File: config.mk
export PLATFORM = sky130hd
export DESIGN_NAME = mips_mem_sequencer
export DESIGN_NICKNAME = d
export VERILOG_FILES = /design/src/rtl/mips_mem_sequencer.sv
export SDC_FILE = /design/constraint.sdc
export NUM_CORES = 1
export LEC_CHECK = 0
export ABC_CLOCK_PERIOD_IN_PS = 3200
export CAP_MARGIN = 20
export CELL_PAD_IN_SITES_DETAIL_PLACEMENT = 1
export CELL_PAD_IN_SITES_GLOBAL_PLACEMENT = 1
export CORE_MARGIN = 8
export CORE_UTILIZATION = 32
export DETAILED_ROUTE_END_ITERATION = 8
export PLACE_DENSITY_LB_ADDON = 0.1
export SYNTH_ARGS = -nofsm -noshare
export SYNTH_HDL_FRONTEND = slang
export SYNTH_SLANG_ARGS = --single-unit
File: constraint.sdc
create_clock -name clk_i -period 3.2 [get_ports clk_i]
set_input_delay 0.64 -clock clk_i [delete_from_list [all_inputs] [get_ports clk_i]]
set_output_delay 0.64 -clock clk_i [all_outputs]
set_load 0.01 [all_outputs]
File: src/rtl/mips_mem_sequencer.sv
// Multicycle fetch/decode/data/commit sequencer sharing one memory bus between
// instruction fetch and load/store traffic, with a sticky bus-timeout halt.
module mips_mem_sequencer #(
  parameter int unsigned TIMEOUT = 255
) (
  input  logic        clk_i,
  input  logic        rst_i,
  input  logic [31:0] imem_addr_i,
  output logic [31:0] inst_o,
  input  logic        dmem_req_i,
  input  logic        dmem_we_i,
  input  logic [31:0] dmem_addr_i,
  input  logic [31:0] dmem_wdata_i,
  output logic [31:0] dmem_rdata_o,
  output logic        stall_o,
  output logic [31:0] retire_cnt_o,
  output logic        err_o,
  output logic        bus_req_o,
  output logic        bus_we_o,
  output logic [31:0] bus_addr_o,
  output logic [31:0] bus_wdata_o,
  input  logic [31:0] bus_rdata_i,
  input  logic        bus_ack_i
);

  localparam int unsigned CW = (TIMEOUT < 2) ? 1 : $clog2(TIMEOUT + 1);
  localparam logic [CW-1:0] WAIT_LAST = (TIMEOUT == 0) ? '0 : CW'(TIMEOUT - 1);

  typedef enum logic [2:0] {
    S_FETCH,
    S_DECODE,
    S_DATA,
    S_COMMIT,
    S_HALT
  } state_t;

  state_t        r_state;
  logic [CW-1:0] r_wait;
  logic [31:0]   r_inst;
  logic [31:0]   r_rdata;
  logic [31:0]   r_retire_cnt;
  logic          r_err;
  logic          r_dwe;
  logic [31:0]   r_daddr;
  logic [31:0]   r_dwdata;

  logic w_fetch;
  logic w_data;
  logic w_timeout;

  assign w_fetch   = (r_state == S_FETCH);
  assign w_data    = (r_state == S_DATA);
  // Last permitted wait cycle: an ack here is still taken, silence means halt.
  assign w_timeout = (TIMEOUT != 0) && (r_wait == WAIT_LAST);

  always_ff @(posedge clk_i) begin
    if (rst_i) begin
      r_state      <= S_FETCH;
      r_wait       <= '0;
      r_inst       <= '0;
      r_rdata      <= '0;
      r_retire_cnt <= '0;
      r_err        <= 1'b0;
      r_dwe        <= 1'b0;
      r_daddr      <= '0;
      r_dwdata     <= '0;
    end else begin
      case (r_state)
        S_FETCH: begin
          if (bus_ack_i) begin
            r_inst  <= bus_rdata_i;
            r_wait  <= '0;
            r_state <= S_DECODE;
          end else if (w_timeout) begin
            r_err   <= 1'b1;
            r_state <= S_HALT;
          end else begin
            r_wait  <= r_wait + 1'b1;
          end
        end
        S_DECODE: begin
          r_dwe    <= dmem_we_i;
          r_daddr  <= dmem_addr_i;
          r_dwdata <= dmem_wdata_i;
          r_wait   <= '0;
          r_state  <= dmem_req_i ? S_DATA : S_COMMIT;
        end
        S_DATA: begin
          if (bus_ack_i) begin
            if (!r_dwe) r_rdata <= bus_rdata_i;
            r_wait  <= '0;
            r_state <= S_COMMIT;
          end else if (w_timeout) begin
            r_err   <= 1'b1;
            r_state <= S_HALT;
          end else begin
            r_wait  <= r_wait + 1'b1;
          end
        end
        S_COMMIT: begin
          r_retire_cnt <= r_retire_cnt + 32'd1;
          r_wait       <= '0;
          r_state      <= S_FETCH;
        end
        default: r_state <= S_HALT;
      endcase
    end
  end

  // Bus drive is killed while reset is asserted so an abandoned request never lingers.
  assign bus_req_o    = ~rst_i & (w_fetch | w_data);
  assign bus_we_o     = ~rst_i & w_data & r_dwe;
  assign bus_addr_o   = rst_i ? 32'd0 : (w_fetch ? imem_addr_i : r_daddr);
  assign bus_wdata_o  = rst_i ? 32'd0 : r_dwdata;
  assign stall_o      = rst_i | (r_state != S_COMMIT);
  assign inst_o       = r_inst;
  assign dmem_rdata_o = r_rdata;
  assign retire_cnt_o = r_retire_cnt;
  assign err_o        = r_err;

endmodule
# ---- Word level (Yosys, flattened, before mapping)
# Cells that the tools add are included.
# Widths: inputs -> output; s select.
dict set report totals {
  register_bits 173
  latch_bits 0
  mem_bits_rw 0
  mem_bits_ro 0
  in_bits 133
  out_inout_bits 164
  elab_cells 44
  n_memories 0
}
dict set report classes {
  n_addsub 2
  mul 0
  div_mod_pow 0
  magnitude_cmp 0
  n_eq_ne 6
  n_shift 0
  muxes 11
  bitwise_logic 8
  n_reduce_logical 8
}
# cell n
set op_table {}
lappend op_table {{$mux 32} 3}
lappend op_table {{$add 32x1->32 const B} 1}
lappend op_table {{$mux 8} 2}
lappend op_table {{$pmux 8 s2} 1}
lappend op_table {{$pmux 3 s4} 1}
lappend op_table {{$mux 3} 3}
lappend op_table {{$add 8x1->8 const B} 1}
lappend op_table {{$eq 8x8->1 const B} 1}
lappend op_table {{$eq 3x2->1 const B} 2}
lappend op_table {{$reduce_and 3->1} 2}
lappend op_table {{$reduce_and 2->1} 2}
lappend op_table {{$reduce_or 2->1} 2}
lappend op_table {{$and 1x1->1} 3}
lappend op_table {{$eq 3x1->1 const B} 1}
lappend op_table {{$logic_not 3->1} 1}
lappend op_table {{$ne 3x2->1 const B} 1}
lappend op_table {{$ne 3x3->1 const B} 1}
lappend op_table {{$not 1->1} 3}
lappend op_table {{$or 1x1->1} 2}
lappend op_table {{$reduce_bool 2->1} 1}
lappend op_table {{$mux 1} 1}

# ---- Depth between registers and ports, before layout
dict set report logic_depth {
  depth_word 4
  ltp_mapped 7
  mapped_depth_nobuf 7
}

# ---- Worst setup path before layout
# No wires, ideal clock.
dict set report synth_path {
  path_kind {input to output}
  startpoint {input rst_i}
  endpoint {output bus_addr_o[0]}
  t_arrival_ps 1561
  required_time_ps 2560
  slack_ps 999
  path_stages 4
  n_path_buf 3
  path_cell_list {clkbuf_1 -> clkbuf_1 -> clkbuf_1 -> a21oi_1}
}
dict set report synth_via {
  elab_chain_len 1
}
# item line_no
set synth_lines {}
lappend synth_lines {{start: declaration} 7} ;# input logic rst_i,
lappend synth_lines {{$mux 32} 113} ;# assign bus_addr_o = rst_i ? 32'd0 : (w_fetch ? imem_addr_i : r_daddr);
lappend synth_lines {{end: declaration} 20} ;# output logic [31:0] bus_addr_o,
# No other way between the ends.

# ---- Worst setup path after layout
dict set report layout_path {
  startpoint {register r_state[1]}
  endpoint {output bus_addr_o[9]}
}
dict set report layout_via {
  elab_chain_len 3
}
# item line_no
set layout_lines {}
lappend layout_lines {{start: declaration} 37} ;# state_t r_state;
lappend layout_lines {{start signal: assignment} 86} ;# r_state <= dmem_req_i ? S_DATA : S_COMMIT;
lappend layout_lines {{$logic_not 3->1} 51} ;# assign w_fetch = (r_state == S_FETCH);
lappend layout_lines {{$mux 32 (2 in series)} 113}
# No other way between the ends.

==> results.md <==
- Setup Viol. Count Final: 0
- Worst Hold Class: flop to flop
- Critical path type: flop to primary output
- Commonest cells in the netlist: 337 x nand2_1, 175 x a21oi_1, 173 x dfxtp_1, 45 x clkbuf_1, 37 x nor2_1
- Drt drc: 0
- Final hold violation count: 0
- Pins over their slew limit: 0
- CP arrival: 2270 ps
- Vias: 7,259
- Synth cell types: 41
- Status: finished, final reports clean
- Clock Path Buffers: 2
- Period utilization: 90.9%
- Synthesized flop and latch total: 173
- Vias per inst: 4.81
- Routed len/inst: 17.0 um
- Internal power: 0.00388 W
- Post-synth net total: 1,084
- Top post-synthesis cells by area: dfxtp_1 48%, nand2_1 18%, a21oi_1 12%, nor2b_1 2.9%, clkbuf_1 2.4%
- LEAKAGE: 3.94 nW
- Worst-path fanout max: 24
- Largest net degree at the start of global routing: 84
- Number of max-cap violations: 0
- Mux cell area share after synthesis: 0%
- Number of flops mapped to enable cells by yosys: 0
- Proportion of layout cells with a drive suffix above 1: 5.05%
- DIE AREA: 27,400 sq um
- Synth warn: 0
- WL met3: 2.11 mm
- Layout area overhead: 53.9%
- VDD IR max: 0.329 mV
- Register area share after synthesis: 48.5%
- Simple logic cell fraction of the synthesized area: 29.7%
- CP Data Required Time: 2560 ps
- Share of the synthesized area in the top cell type: 48.5%
- CP top delay family: buffers and inverters
- Clk slew on worst S/H paths: 70 ps
- Endpoint type of the worst setup path: primary output
- Psw: 0.00134 W
- Post-DRT Antenna Nets: 0
- Logic pwr share: 14.9%
- H-tree Lvls: 4
- Unrepaired setup endpoints after global routing: false
- Hold_ws: 453 ps
- CP Launch Type: flop
- Io pins: 297
- Area leader, netlist: dfxtp_1
- Max incr delay on CP: 590 ps
- CP max stage cell: or3_1
- Row count: 54
- CTS tree: built
- Die Ht: 165 um
- Post-CTS sizing: 0
- Fmax: 344 MHz
- Core region area: 21,900 sq um
- First-pass iteration count of the detailed router: 4
- Post-Synth Adder-Cell Area: 0.525%
- Clock root cell: clkbuf_16
- Worst Clk Skew: 14.4 ps
- CP Cell Sequence: or3_1 -> buf_12 -> nand2_1 -> a21oi_1 -> clkdlybuf4s50_1
- Total Routed Length: 25.6 mm
- GRT Overall Usage: 18.4%
- First-pass GRT wire length: 39.8 mm
- Clock share of power: 41.3%
- Metal-1 WL: 11.3 mm
- Postcts setup bufs: 0
- Hold_buf cts: 0
- Initial Utilization: 32.6%
- Avg Inst Size Synth: 7.53 sq um
- Fillcell total: 2,619
- Nets: 1,352
- RD Place Congestion: 0.775
- Final worst path period need: 2910 ps
- Synth Cell Area: 7140 sq um
- Part of the power in registers: 43.8%
- Top-count cell post-synth: nand2_1
- Cells after Synth: 948
- CTS sink count: 173
- Skew-Pair Late Insertion Delay: 430 ps
- FFs w/ async S/R, synth: 0%
- GRT overflow: 0
- Initial antenna violation count: 2
- CTS Buf Count: 17
- Relative slew margins: 49.9%
- Setup TNS: 0 ps
- Die W: 165 um
- Sw Ratio: 25.7%
- Starting DRC count in detailed routing: 319
- Vias in the first global route: 7,371
- Synth Area in Compound Gates: 14.3%
- PwrDens: 475 nW/um^2
- Slew @ Worst Pin: 746 ps
- CP bufs+invs: 2
- DR WL met2: 11.6 mm
- DR top layer: met5
- Port Buffers: 296
- Ys flop type: dfxtp_1
- Xor and xnor area share after synthesis: 3.07%
- Largest family of logic cells by synthesized area: simple AND/OR/NAND/NOR gates
- Detailed Place HPWL: 18.2 mm
## power groups by stage
stage / Clock, W / Combinational [W] / Sequential (W)
CTS: 0.00222 / 0.000794 / 0.00229
global route: 0.00231 / 0.000852 / 0.00230
global placement: 0 / 0.000781 / 0.00233
detailed placement: 0 / 0.000791 / 0.00233
floorplan: 0 / 0.000322 / 0.00234
finish: 0.00216 / 0.000778 / 0.00229
## layout by cell type (no fill, tap or decap), drive strengths merged, types with 10 or more instances in the layout
master,instances
nand4,15
nand3,10
nor2,38
nor3,11
inv,13
buf,19
nor2b,33
o21ai,10
a21oi,175
xor2,18
dfxtp,173
nand2,337
clkbuf,17
clkdlybuf4s50,295
## final cells by class
cell class / instances / area [sq um] / share of cell area [%]
clock buffer: 17 / 425 / 3.87
antenna: 1 / 2.50 / 0.0228
sequential: 173 / 3460 / 31.5
inverter: 6 / 22.5 / 0.205
tap: 280 / 350 / 3.19
timing repair buffer: 314 / 3140 / 28.5
multi-input combinational: 704 / 3420 / 31.1
clock inverter: 13 / 176 / 1.60
## flip-flops by register name (all words and copies together) (netlist names), 3 cells and up
name and cells:
r_state 3, dmem_rdata_o 32, retire_cnt_o 32, r_daddr 32
inst_o 32, r_dwdata 32, r_wait 8
## kinds of logic (layout without fill, tap and decap cells)
group	Yosys count	after routing
compound gates	196	196
xor+xnor	25	25
fa+ha+maj	3	3
buf+inv	71	350
flops	173	173
other cells	0	1
simple gates	480	480
## stage by stage
stage	worst slack (ps)	utilization [%]	area [sq um]	power, W	instances
after floorplan	999	-	7140	0.00266	948
after global routing	162	50.2	11000	0.00546	1508
after CTS	222	50.2	11000	0.00530	1507
after detailed placement	576	47.5	10400	0.00313	1477
final	290	50.2	11000	0.00522	1508
after global placement	574	47.5	10400	0.00311	1477
## per-layer routing
metal / global-route usage (%) / vias to the layer above
met3: 6.67 / 28
li1: - / 3642
met2: 29.1 / 212
met4: 5.88 / 2
met1: 22.8 / 3375
met5: 0 / -
## tightest hold or removal path: stages (launching register included)
cell,delay (ps)
dfxtp_1,310
nand2_1,50
a21oi_1,50
## worst paths after layout
kind,start,endpoint,slack [ps],depth (start not counted)
setup / recovery,r_state[1]$_SDFF_PP0_,bus_addr_o[9],290,5
hold / removal,r_dwdata[26]$_SDFFE_PP0P_,r_dwdata[26]$_SDFFE_PP0P_,450,2
setup reg to reg,retire_cnt_o[4]$_SDFFE_PP0P_,retire_cnt_o[11]$_SDFFE_PP0P_,1220,5
hold reg to reg,r_dwdata[26]$_SDFFE_PP0P_,r_dwdata[26]$_SDFFE_PP0P_,450,2
Power figures use the tool's default switching activity.
